==> src/rtl/mem1_stage_pkg.sv <==
// mem1_stage_pkg: shared definitions for the second memory stage.
//   - datapath / register-index widths
//   - load-type encodings carried in the MEM pipeline register
//   - miss-handling FSM state encodings
package mem1_stage_pkg;

  localparam int DATA_W = 32;
  localparam int REG_AW = 5;

  // Load-type encodings. 3'd7 is not assigned and is decoded as LW.
  localparam logic [2:0] LT_LW  = 3'd0;
  localparam logic [2:0] LT_LB  = 3'd1;
  localparam logic [2:0] LT_LBU = 3'd2;
  localparam logic [2:0] LT_LH  = 3'd3;
  localparam logic [2:0] LT_LHU = 3'd4;
  localparam logic [2:0] LT_LWL = 3'd5;
  localparam logic [2:0] LT_LWR = 3'd6;

  typedef enum logic [1:0] {
    ST_RUN   = 2'd0,
    ST_WAIT  = 2'd1,
    ST_HOLD  = 2'd2,
    ST_DRAIN = 2'd3
  } mem1_state_e;

endpackage

==> src/rtl/mem1_stage_if.sv <==
// mem1_stage_if: MEM-register contents in, WB-register contents out.
// Handshake: the MEM register loads a new instruction in any cycle where
// mem_allowin is high; the WB register loads in any cycle where wb_allowin
// is high, and wb_valid marks whether what it loaded is a live instruction.
// Modports:
//   slave  - the stage (consumes in_*/dcache_*/wb_allowin, drives wb_*/mem_allowin)
//   master - the surrounding pipeline / testbench
interface mem1_stage_if;
  import mem1_stage_pkg::*;

  logic              flush;
  logic              in_valid;
  logic [31:0]       in_pc;
  logic              in_is_load;
  logic [2:0]        in_load_type;
  logic              in_unhit;
  logic              in_exception;
  logic [DATA_W-1:0] in_alu_result;
  logic [DATA_W-1:0] in_rf_data;
  logic [REG_AW-1:0] in_write_reg;
  logic              in_reg_write;
  logic [DATA_W-1:0] dcache_rdata;
  logic              dcache_data_ok;
  logic              wb_allowin;
  logic              mem_allowin;
  logic              wb_valid;
  logic [31:0]       wb_pc;
  logic [REG_AW-1:0] wb_write_reg;
  logic              wb_reg_write;
  logic [DATA_W-1:0] wb_wdata;

  modport slave (
    input  flush, in_valid, in_pc, in_is_load, in_load_type, in_unhit,
           in_exception, in_alu_result, in_rf_data, in_write_reg,
           in_reg_write, dcache_rdata, dcache_data_ok, wb_allowin,
    output mem_allowin, wb_valid, wb_pc, wb_write_reg, wb_reg_write, wb_wdata
  );

  modport master (
    output flush, in_valid, in_pc, in_is_load, in_load_type, in_unhit,
           in_exception, in_alu_result, in_rf_data, in_write_reg,
           in_reg_write, dcache_rdata, dcache_data_ok, wb_allowin,
    input  mem_allowin, wb_valid, wb_pc, wb_write_reg, wb_reg_write, wb_wdata
  );

endinterface

==> src/rtl/mem1_stage_load_align.sv <==
// mem1_load_align: combinational load-data extraction (little-endian).
// Ports: word (raw cache word), addr (byte offset), load_type, rt (old
// destination value for LWL/LWR merge) -> wdata.
// Macro MEM1_UNALIGNED_EN: when defined, LWL/LWR merge with rt; otherwise
// they behave as LW and rt is ignored.
module mem1_load_align
  import mem1_stage_pkg::*;
(
  input  logic [31:0] word,
  input  logic [1:0]  addr,
  input  logic [2:0]  load_type,
  input  logic [31:0] rt,
  output logic [31:0] wdata
);

  logic [7:0]  byte_sel;
  logic [15:0] half_sel;

  always_comb begin
    byte_sel = word[8*addr +: 8];
    half_sel = addr[1] ? word[31:16] : word[15:0];
  end

`ifdef MEM1_UNALIGNED_EN
  always_comb begin
    case (load_type)
      LT_LB:   wdata = {{24{byte_sel[7]}}, byte_sel};
      LT_LBU:  wdata = {24'd0, byte_sel};
      LT_LH:   wdata = {{16{half_sel[15]}}, half_sel};
      LT_LHU:  wdata = {16'd0, half_sel};
      LT_LWL: begin
        case (addr)
          2'd0:    wdata = {word[7:0],  rt[23:0]};
          2'd1:    wdata = {word[15:0], rt[15:0]};
          2'd2:    wdata = {word[23:0], rt[7:0]};
          default: wdata = word;
        endcase
      end
      LT_LWR: begin
        case (addr)
          2'd0:    wdata = word;
          2'd1:    wdata = {rt[31:24], word[31:8]};
          2'd2:    wdata = {rt[31:16], word[31:16]};
          default: wdata = {rt[31:8],  word[31:24]};
        endcase
      end
      default: wdata = word;
    endcase
  end
`else
  logic unused_rt;
  assign unused_rt = ^rt;

  always_comb begin
    case (load_type)
      LT_LB:   wdata = {{24{byte_sel[7]}}, byte_sel};
      LT_LBU:  wdata = {24'd0, byte_sel};
      LT_LH:   wdata = {{16{half_sel[15]}}, half_sel};
      LT_LHU:  wdata = {16'd0, half_sel};
      default: wdata = word;
    endcase
  end
`endif

endmodule

==> src/rtl/mem1_stage.sv <==
// mem1_stage: second memory stage. Completes loads (waits on dcache misses,
// aligns/extends data) and holds the WB pipeline register.
// Ports: clk, reset (sync, active-high), bus (mem1_stage_if.slave: MEM
// register contents, dcache return, WB register, mem_allowin), dbg_state
// (current miss-handling FSM state).
// Macro MEM1_UNALIGNED_EN enables LWL/LWR merging in mem1_load_align.
module mem1_stage
  import mem1_stage_pkg::*;
#(
  parameter int DATA_W_P = DATA_W,
  parameter int REG_AW_P = REG_AW
) (
  input  logic        clk,
  input  logic        reset,
  mem1_stage_if.slave bus,
  output mem1_state_e dbg_state
);

  mem1_state_e         state, state_next;
  logic                need_wait;
  logic                result_ready;
  logic                hold_load;
  logic [DATA_W_P-1:0] hold_buf;
  logic [DATA_W_P-1:0] raw_word;
  logic [DATA_W_P-1:0] load_data;
  logic [DATA_W_P-1:0] result;
  logic [REG_AW_P-1:0] write_reg;

  assign need_wait = bus.in_valid & bus.in_is_load & bus.in_unhit & ~bus.in_exception;
  assign write_reg = bus.in_write_reg;
  assign dbg_state = state;

  // State register
  always_ff @(posedge clk) begin
    if (reset) state <= ST_RUN;
    else       state <= state_next;
  end

  // Next-state logic. Flush wins over everything; a flush during WAIT must
  // still swallow the refill already in flight (DRAIN), unless that refill
  // arrives in the same cycle.
  always_comb begin
    state_next = state;
    if (bus.flush) begin
      if ((state == ST_WAIT || state == ST_DRAIN) && !bus.dcache_data_ok)
        state_next = ST_DRAIN;
      else
        state_next = ST_RUN;
    end else begin
      case (state)
        ST_RUN:   if (need_wait) state_next = ST_WAIT;
        ST_WAIT:  if (bus.dcache_data_ok) state_next = bus.wb_allowin ? ST_RUN : ST_HOLD;
        ST_HOLD:  if (bus.wb_allowin) state_next = ST_RUN;
        ST_DRAIN: if (bus.dcache_data_ok) state_next = ST_RUN;
        default:  state_next = ST_RUN;
      endcase
    end
  end

  // Output logic
  always_comb begin
    result_ready = 1'b0;
    hold_load    = 1'b0;
    case (state)
      ST_RUN:   result_ready = bus.in_valid & ~need_wait;
      ST_WAIT: begin
        result_ready = bus.dcache_data_ok;
        hold_load    = bus.dcache_data_ok & ~bus.wb_allowin;
      end
      ST_HOLD:  result_ready = 1'b1;
      default:  result_ready = 1'b0;
    endcase
    bus.mem_allowin = (state != ST_DRAIN) & (~bus.in_valid | (result_ready & bus.wb_allowin));
  end

  // Refill word parked while WB is stalled.
  always_ff @(posedge clk) begin
    if (reset || bus.flush) hold_buf <= '0;
    else if (hold_load)     hold_buf <= bus.dcache_rdata;
  end

  assign raw_word = (state == ST_HOLD) ? hold_buf : bus.dcache_rdata;

  mem1_load_align u_align (
    .word      (raw_word),
    .addr      (bus.in_alu_result[1:0]),
    .load_type (bus.in_load_type),
    .rt        (bus.in_rf_data),
    .wdata     (load_data)
  );

  assign result = bus.in_is_load ? load_data : bus.in_alu_result;

  // WB pipeline register
  always_ff @(posedge clk) begin
    if (reset) begin
      bus.wb_valid     <= 1'b0;
      bus.wb_pc        <= '0;
      bus.wb_write_reg <= '0;
      bus.wb_reg_write <= 1'b0;
      bus.wb_wdata     <= '0;
    end else if (bus.flush) begin
      bus.wb_valid     <= 1'b0;
    end else if (bus.wb_allowin) begin
      bus.wb_valid     <= bus.in_valid & result_ready;
      bus.wb_pc        <= bus.in_pc;
      bus.wb_write_reg <= write_reg;
      bus.wb_reg_write <= bus.in_reg_write & ~bus.in_exception;
      bus.wb_wdata     <= result;
    end
  end

endmodule

==> src/flat_wrapper.sv <==
// flat-port wrapper written by rule: the top's interface ports become plain ports
module mem1_stage_flat import mem1_stage_pkg::*;
#(
  parameter int DATA_W_P = DATA_W,
  parameter int REG_AW_P = REG_AW
)
  (clk, reset, dbg_state, bus_flush, bus_in_valid, bus_in_pc, bus_in_is_load, bus_in_load_type, bus_in_unhit, bus_in_exception, bus_in_alu_result, bus_in_rf_data, bus_in_write_reg, bus_in_reg_write, bus_dcache_rdata, bus_dcache_data_ok, bus_wb_allowin, bus_mem_allowin, bus_wb_valid, bus_wb_pc, bus_wb_write_reg, bus_wb_reg_write, bus_wb_wdata);
  mem1_stage_if bus_i ();
  input  logic clk;
  input  logic reset;
  output mem1_state_e dbg_state;
  input wire logic [$bits(bus_i.flush)-1:0] bus_flush;
  input wire logic [$bits(bus_i.in_valid)-1:0] bus_in_valid;
  input wire logic [$bits(bus_i.in_pc)-1:0] bus_in_pc;
  input wire logic [$bits(bus_i.in_is_load)-1:0] bus_in_is_load;
  input wire logic [$bits(bus_i.in_load_type)-1:0] bus_in_load_type;
  input wire logic [$bits(bus_i.in_unhit)-1:0] bus_in_unhit;
  input wire logic [$bits(bus_i.in_exception)-1:0] bus_in_exception;
  input wire logic [$bits(bus_i.in_alu_result)-1:0] bus_in_alu_result;
  input wire logic [$bits(bus_i.in_rf_data)-1:0] bus_in_rf_data;
  input wire logic [$bits(bus_i.in_write_reg)-1:0] bus_in_write_reg;
  input wire logic [$bits(bus_i.in_reg_write)-1:0] bus_in_reg_write;
  input wire logic [$bits(bus_i.dcache_rdata)-1:0] bus_dcache_rdata;
  input wire logic [$bits(bus_i.dcache_data_ok)-1:0] bus_dcache_data_ok;
  input wire logic [$bits(bus_i.wb_allowin)-1:0] bus_wb_allowin;
  output wire logic [$bits(bus_i.mem_allowin)-1:0] bus_mem_allowin;
  output wire logic [$bits(bus_i.wb_valid)-1:0] bus_wb_valid;
  output wire logic [$bits(bus_i.wb_pc)-1:0] bus_wb_pc;
  output wire logic [$bits(bus_i.wb_write_reg)-1:0] bus_wb_write_reg;
  output wire logic [$bits(bus_i.wb_reg_write)-1:0] bus_wb_reg_write;
  output wire logic [$bits(bus_i.wb_wdata)-1:0] bus_wb_wdata;
  assign bus_i.flush = bus_flush;
  assign bus_i.in_valid = bus_in_valid;
  assign bus_i.in_pc = bus_in_pc;
  assign bus_i.in_is_load = bus_in_is_load;
  assign bus_i.in_load_type = bus_in_load_type;
  assign bus_i.in_unhit = bus_in_unhit;
  assign bus_i.in_exception = bus_in_exception;
  assign bus_i.in_alu_result = bus_in_alu_result;
  assign bus_i.in_rf_data = bus_in_rf_data;
  assign bus_i.in_write_reg = bus_in_write_reg;
  assign bus_i.in_reg_write = bus_in_reg_write;
  assign bus_i.dcache_rdata = bus_dcache_rdata;
  assign bus_i.dcache_data_ok = bus_dcache_data_ok;
  assign bus_i.wb_allowin = bus_wb_allowin;
  assign bus_mem_allowin = bus_i.mem_allowin;
  assign bus_wb_valid = bus_i.wb_valid;
  assign bus_wb_pc = bus_i.wb_pc;
  assign bus_wb_write_reg = bus_i.wb_write_reg;
  assign bus_wb_reg_write = bus_i.wb_reg_write;
  assign bus_wb_wdata = bus_i.wb_wdata;
  mem1_stage #(.DATA_W_P(DATA_W_P), .REG_AW_P(REG_AW_P)) u_core (.clk(clk), .reset(reset), .bus(bus_i), .dbg_state(dbg_state));
endmodule
==> config.mk <==
export PLATFORM = sky130hd
export DESIGN_NAME = mem1_stage_flat
export DESIGN_NICKNAME = d
export VERILOG_FILES = /design/src/rtl/mem1_stage_pkg.sv /design/src/rtl/mem1_stage_if.sv /design/src/rtl/mem1_stage_load_align.sv /design/src/rtl/mem1_stage.sv /design/src/flat_wrapper.sv
export SDC_FILE = /design/constraint.sdc
export NUM_CORES = 1
export LEC_CHECK = 0
export BUFFER_PORTS_ARGS = -buffer_cell sky130_fd_sc_hd__buf_4
export CORE_MARGIN = 2
export CORE_UTILIZATION = 44
export CTS_BUF_LIST = sky130_fd_sc_hd__clkbuf_16
export DETAILED_ROUTE_END_ITERATION = 8
export PLACE_DENSITY_LB_ADDON = 0.3
export SYNTH_ARGS = -nofsm -noshare
export SYNTH_HDL_FRONTEND = slang
export SYNTH_SLANG_ARGS = --single-unit
==> constraint.sdc <==
create_clock -name clk -period 2.2 [get_ports clk]
set_input_delay 0.33 -clock clk [delete_from_list [all_inputs] [get_ports clk]]
set_output_delay 0.33 -clock clk [all_outputs]
set_load 0.1 [all_outputs]
==> key figures <==
Timing
  – Period minus WS final: 2030 ps
  – Max Freq: between 0.4 and 0.5 GHz
  – Endpoints failing setup: 0
  – Post-route setup TNS: 0 ps
  – Max Slew Vio Count: 0
  – Actual slew at the worst max-slew pin: approximately 700 ps
  – Relative slew slack: 53.6%
  – RSZ-0062 raised after global routing: false
  – Final worst-path setup slack: 169 ps
  – Clock skew: 5.82 ps
  – WHS: about 210 ps
  – Final period util: 92.3%
  – Fin. Hold Viols: 0

Detailed routing
  – Vias per cell: between 5 and 6
  – Antenna viol nets, final: 0
  – DR WL/cell: 18.0 um
  – Via count: around 5700
  – DRT iter0 DRCs: 440
  – Drt first pass iters: 5
  – Final WL: 17600 um
  – DR DRC count: 0

Job
  – MaxCap Viol Count: 0

Floorplanning
  – Chip Height: between 100 and 150 um
  – I/O pins: 220
  – Starting density of the core: 45.4%
  – Placement row count: 39
  – Die Footprint: 12700 sq um
  – Die width: 113 um
  – Core Region: 11500 sq um

Setup path
  – Crit path launch type: flip-flop
  – CP Capture Type: flip-flop
  – Crit path kind: reg2reg
  – CP required: 2430 ps
  – CP Max Fanout: 16
  – Worst Path Arrival: 2270 ps

Global route
  – Overflow after GRT: 0
  – First-pass GRT wire length: 27500 um
  – Antenna violations before repair: 0
  – Vias in the first global route: 5441
  – Gr usage total: 26.9%
  – Largest net degree at the start of global routing: 41

Synthesis
  – Async S/R FF share, synth: 0%
  – EDFF count, synth: 0
  – Dominant synthesized flop cell: dfxtp_1
  – Cell accounting for the most synthesized area: dfxtp_1
  – #FFs+latches synth: around 110
  – Syn_nets: 817
  – Main area contributors after synthesis: dfxtp_1, nand2_1, a21oi_1, mux2i_1, o21ai_0
  – Top cell type's share of synthesized area: ~40%
  – Mean Syn Cell Area: about 7.8 sq um
  – Library cells used by synthesis: 50
  – Synthesized area: 5210 sq um
  – Yosys warnings: 0
  – Sequential share of the synthesized area: 40.4%
  – Count leader, synth: nand2_1
  – Syn Inst Count: 671
  – Synth top cells by count: nand2_1, dfxtp_1, a21oi_1

Finish
  – Fill cell count: roughly 1000
  – Fin cells: 981
  – Total Nets Final: 979
  – Final Cell Area: 7060 sq um
  – Fin util: approximately three fifths
  – Top flop regs: u_core.bus.wb_pc: 32 flops, u_core.bus.wb_wdata: 32 flops, u_core.hold_buf: 32 flops
  – ANT cells: 0
  – Synthesis-to-layout area growth: 35.6%
  – Share of post-route cells with drive strength above 1: 30.3%

Place
  – Place WS: 141 ps
  – Port bufs: between 150 and 200
  – Detail Placement HPWL: 12900 um
  – Placer Congestion: 0.920
  – Cell Area, Placed: 6770 sq um
  – Placed cell count: 965

Power
  – Power per Cell Area: 686 nW/um^2
  – LEAKAGE: 2.91 nW
  – Part of the power in registers: 41.4%
  – Peak VDD IR: 0.474 mV
  – Clk pwr share: 32.9%
  – Logic pwr share: 25.7%
  – Pint: 3.14 mW
  – Sw Share: 35.2%
  – Net Sw Power: 1.70 mW
  – Total power draw: 4.84 mW

Clock network
  – Clock Path Buffers: 2
  – TritonCTS clock tree: yes
  – CTS Sinks: 105
  – CTS Hold Bufs: 0
  – Worst-skew pair later-pin latency: 350 ps
  – Root Driver: clkbuf_16
  – H-tree levels: 3
  – CTS buffer count: 9
  – Worst-path clk slew: 80 ps

Hold path
  – Hold Crit Class: in2reg

Status
  – Status: finished, final reports clean
## final cells by class
class	instances	area, sq um	area share (%)
Sequential cell	105	2110	29.9
Multi-Input combinational cell	507	2900	41.1
Timing Repair Buffer	209	1580	22.4
Clock inverter	7	62.6	0.886
Inverter	1	3.75	0.0532
Tap cell	143	179	2.53
Clock buffer	9	225	3.19
## worst paths after layout
| kind | slack [ps] | depth (start not counted) | start | to |
|---|---|---|---|---|
| worst min register to register | 460 | 2 | u_core.bus.wb_reg_write$_SDFFE_PP0P_ | u_core.bus.wb_reg_write$_SDFFE_PP0P_ |
| worst max-delay path | 170 | 7 | u_core.dbg_state[0]$_SDFFE_PP0P_ | u_core.bus.wb_wdata[27]$_SDFFE_PP0P_ |
| worst min-delay path | 210 | 3 | bus_in_pc[19] | u_core.bus.wb_pc[19]$_SDFFE_PP0P_ |
| worst max register to register | 170 | 7 | u_core.dbg_state[0]$_SDFFE_PP0P_ | u_core.bus.wb_wdata[27]$_SDFFE_PP0P_ |
## routing by layer
layer	wire length, um	track usage [%]	up-vias	part of all wire, %
met5	0	0	-	0
met4	514	10.0	0	2.9
met3	1530	5.84	39	8.7
met2	8650	44.5	292	49
met1	6950	34.6	2640	39
li1	-	-	2695	-
## placed cells by master (no fill, tap or decap), types with 3 or more instances in the layout
| cell type | count |
|---|---|
| clkbuf_16 | 9 |
| and3b_1 | 4 |
| inv_8 | 3 |
| buf_4 | 208 |
| nand2b_1 | 3 |
| dfxtp_1 | 103 |
| nor2_1 | 20 |
| nand2_1 | 196 |
| mux4_2 | 6 |
| o221ai_1 | 5 |
| mux2_2 | 5 |
| o21ai_0 | 37 |
| nor2b_1 | 3 |
| o21a_1 | 8 |
| a31oi_1 | 6 |
| mux2i_1 | 21 |
| nand3_1 | 4 |
| nor3b_1 | 3 |
| or3_1 | 7 |
| mux2i_2 | 3 |
| a21oi_1 | 103 |
| a211oi_1 | 8 |
| a221oi_1 | 19 |
| a311oi_1 | 8 |
## timing repair
action / 4_1_cts / 5_1_grt
gates resized for setup: 0 / 2
buffers inserted: 0 / 0
setup endpoints to repair: 0 / 2
endpoints found under the hold margin: 0 / 0
## cell families (layout without fill, tap and decap cells)
group	count (synthesis)	in the layout	synth area share [%]
AOI/OAI and AO/OA	213	213	25.4
xor gates and xnor gates	2	2	0.336
buffers and inverters	59	226	4.80
DFF	105	105	40.4
muxes	35	35	8.29
and+or+nand+nor	257	257	20.9
## critical path, cell delays in order (launching register included)
cell       delay, ps
dfxtp_4          340
buf_4            170
nor2b_4          130
mux4_2           520
and2_4           160
a2111oi_4        180
buf_4            280
a221oi_1         110
## power groups by stage
stage | registers, mW | logic [mW] | clock network, mW
floorplan | 2.51 | 0.353 | 0
global placement | 2.05 | 1.22 | 0
detailed placement | 2.05 | 1.23 | 0
CTS | 2.01 | 1.24 | 1.60
global route | 2.01 | 1.30 | 1.68
finish | 2.01 | 1.24 | 1.59
Note: power is estimated with default switching activity, not from simulation.
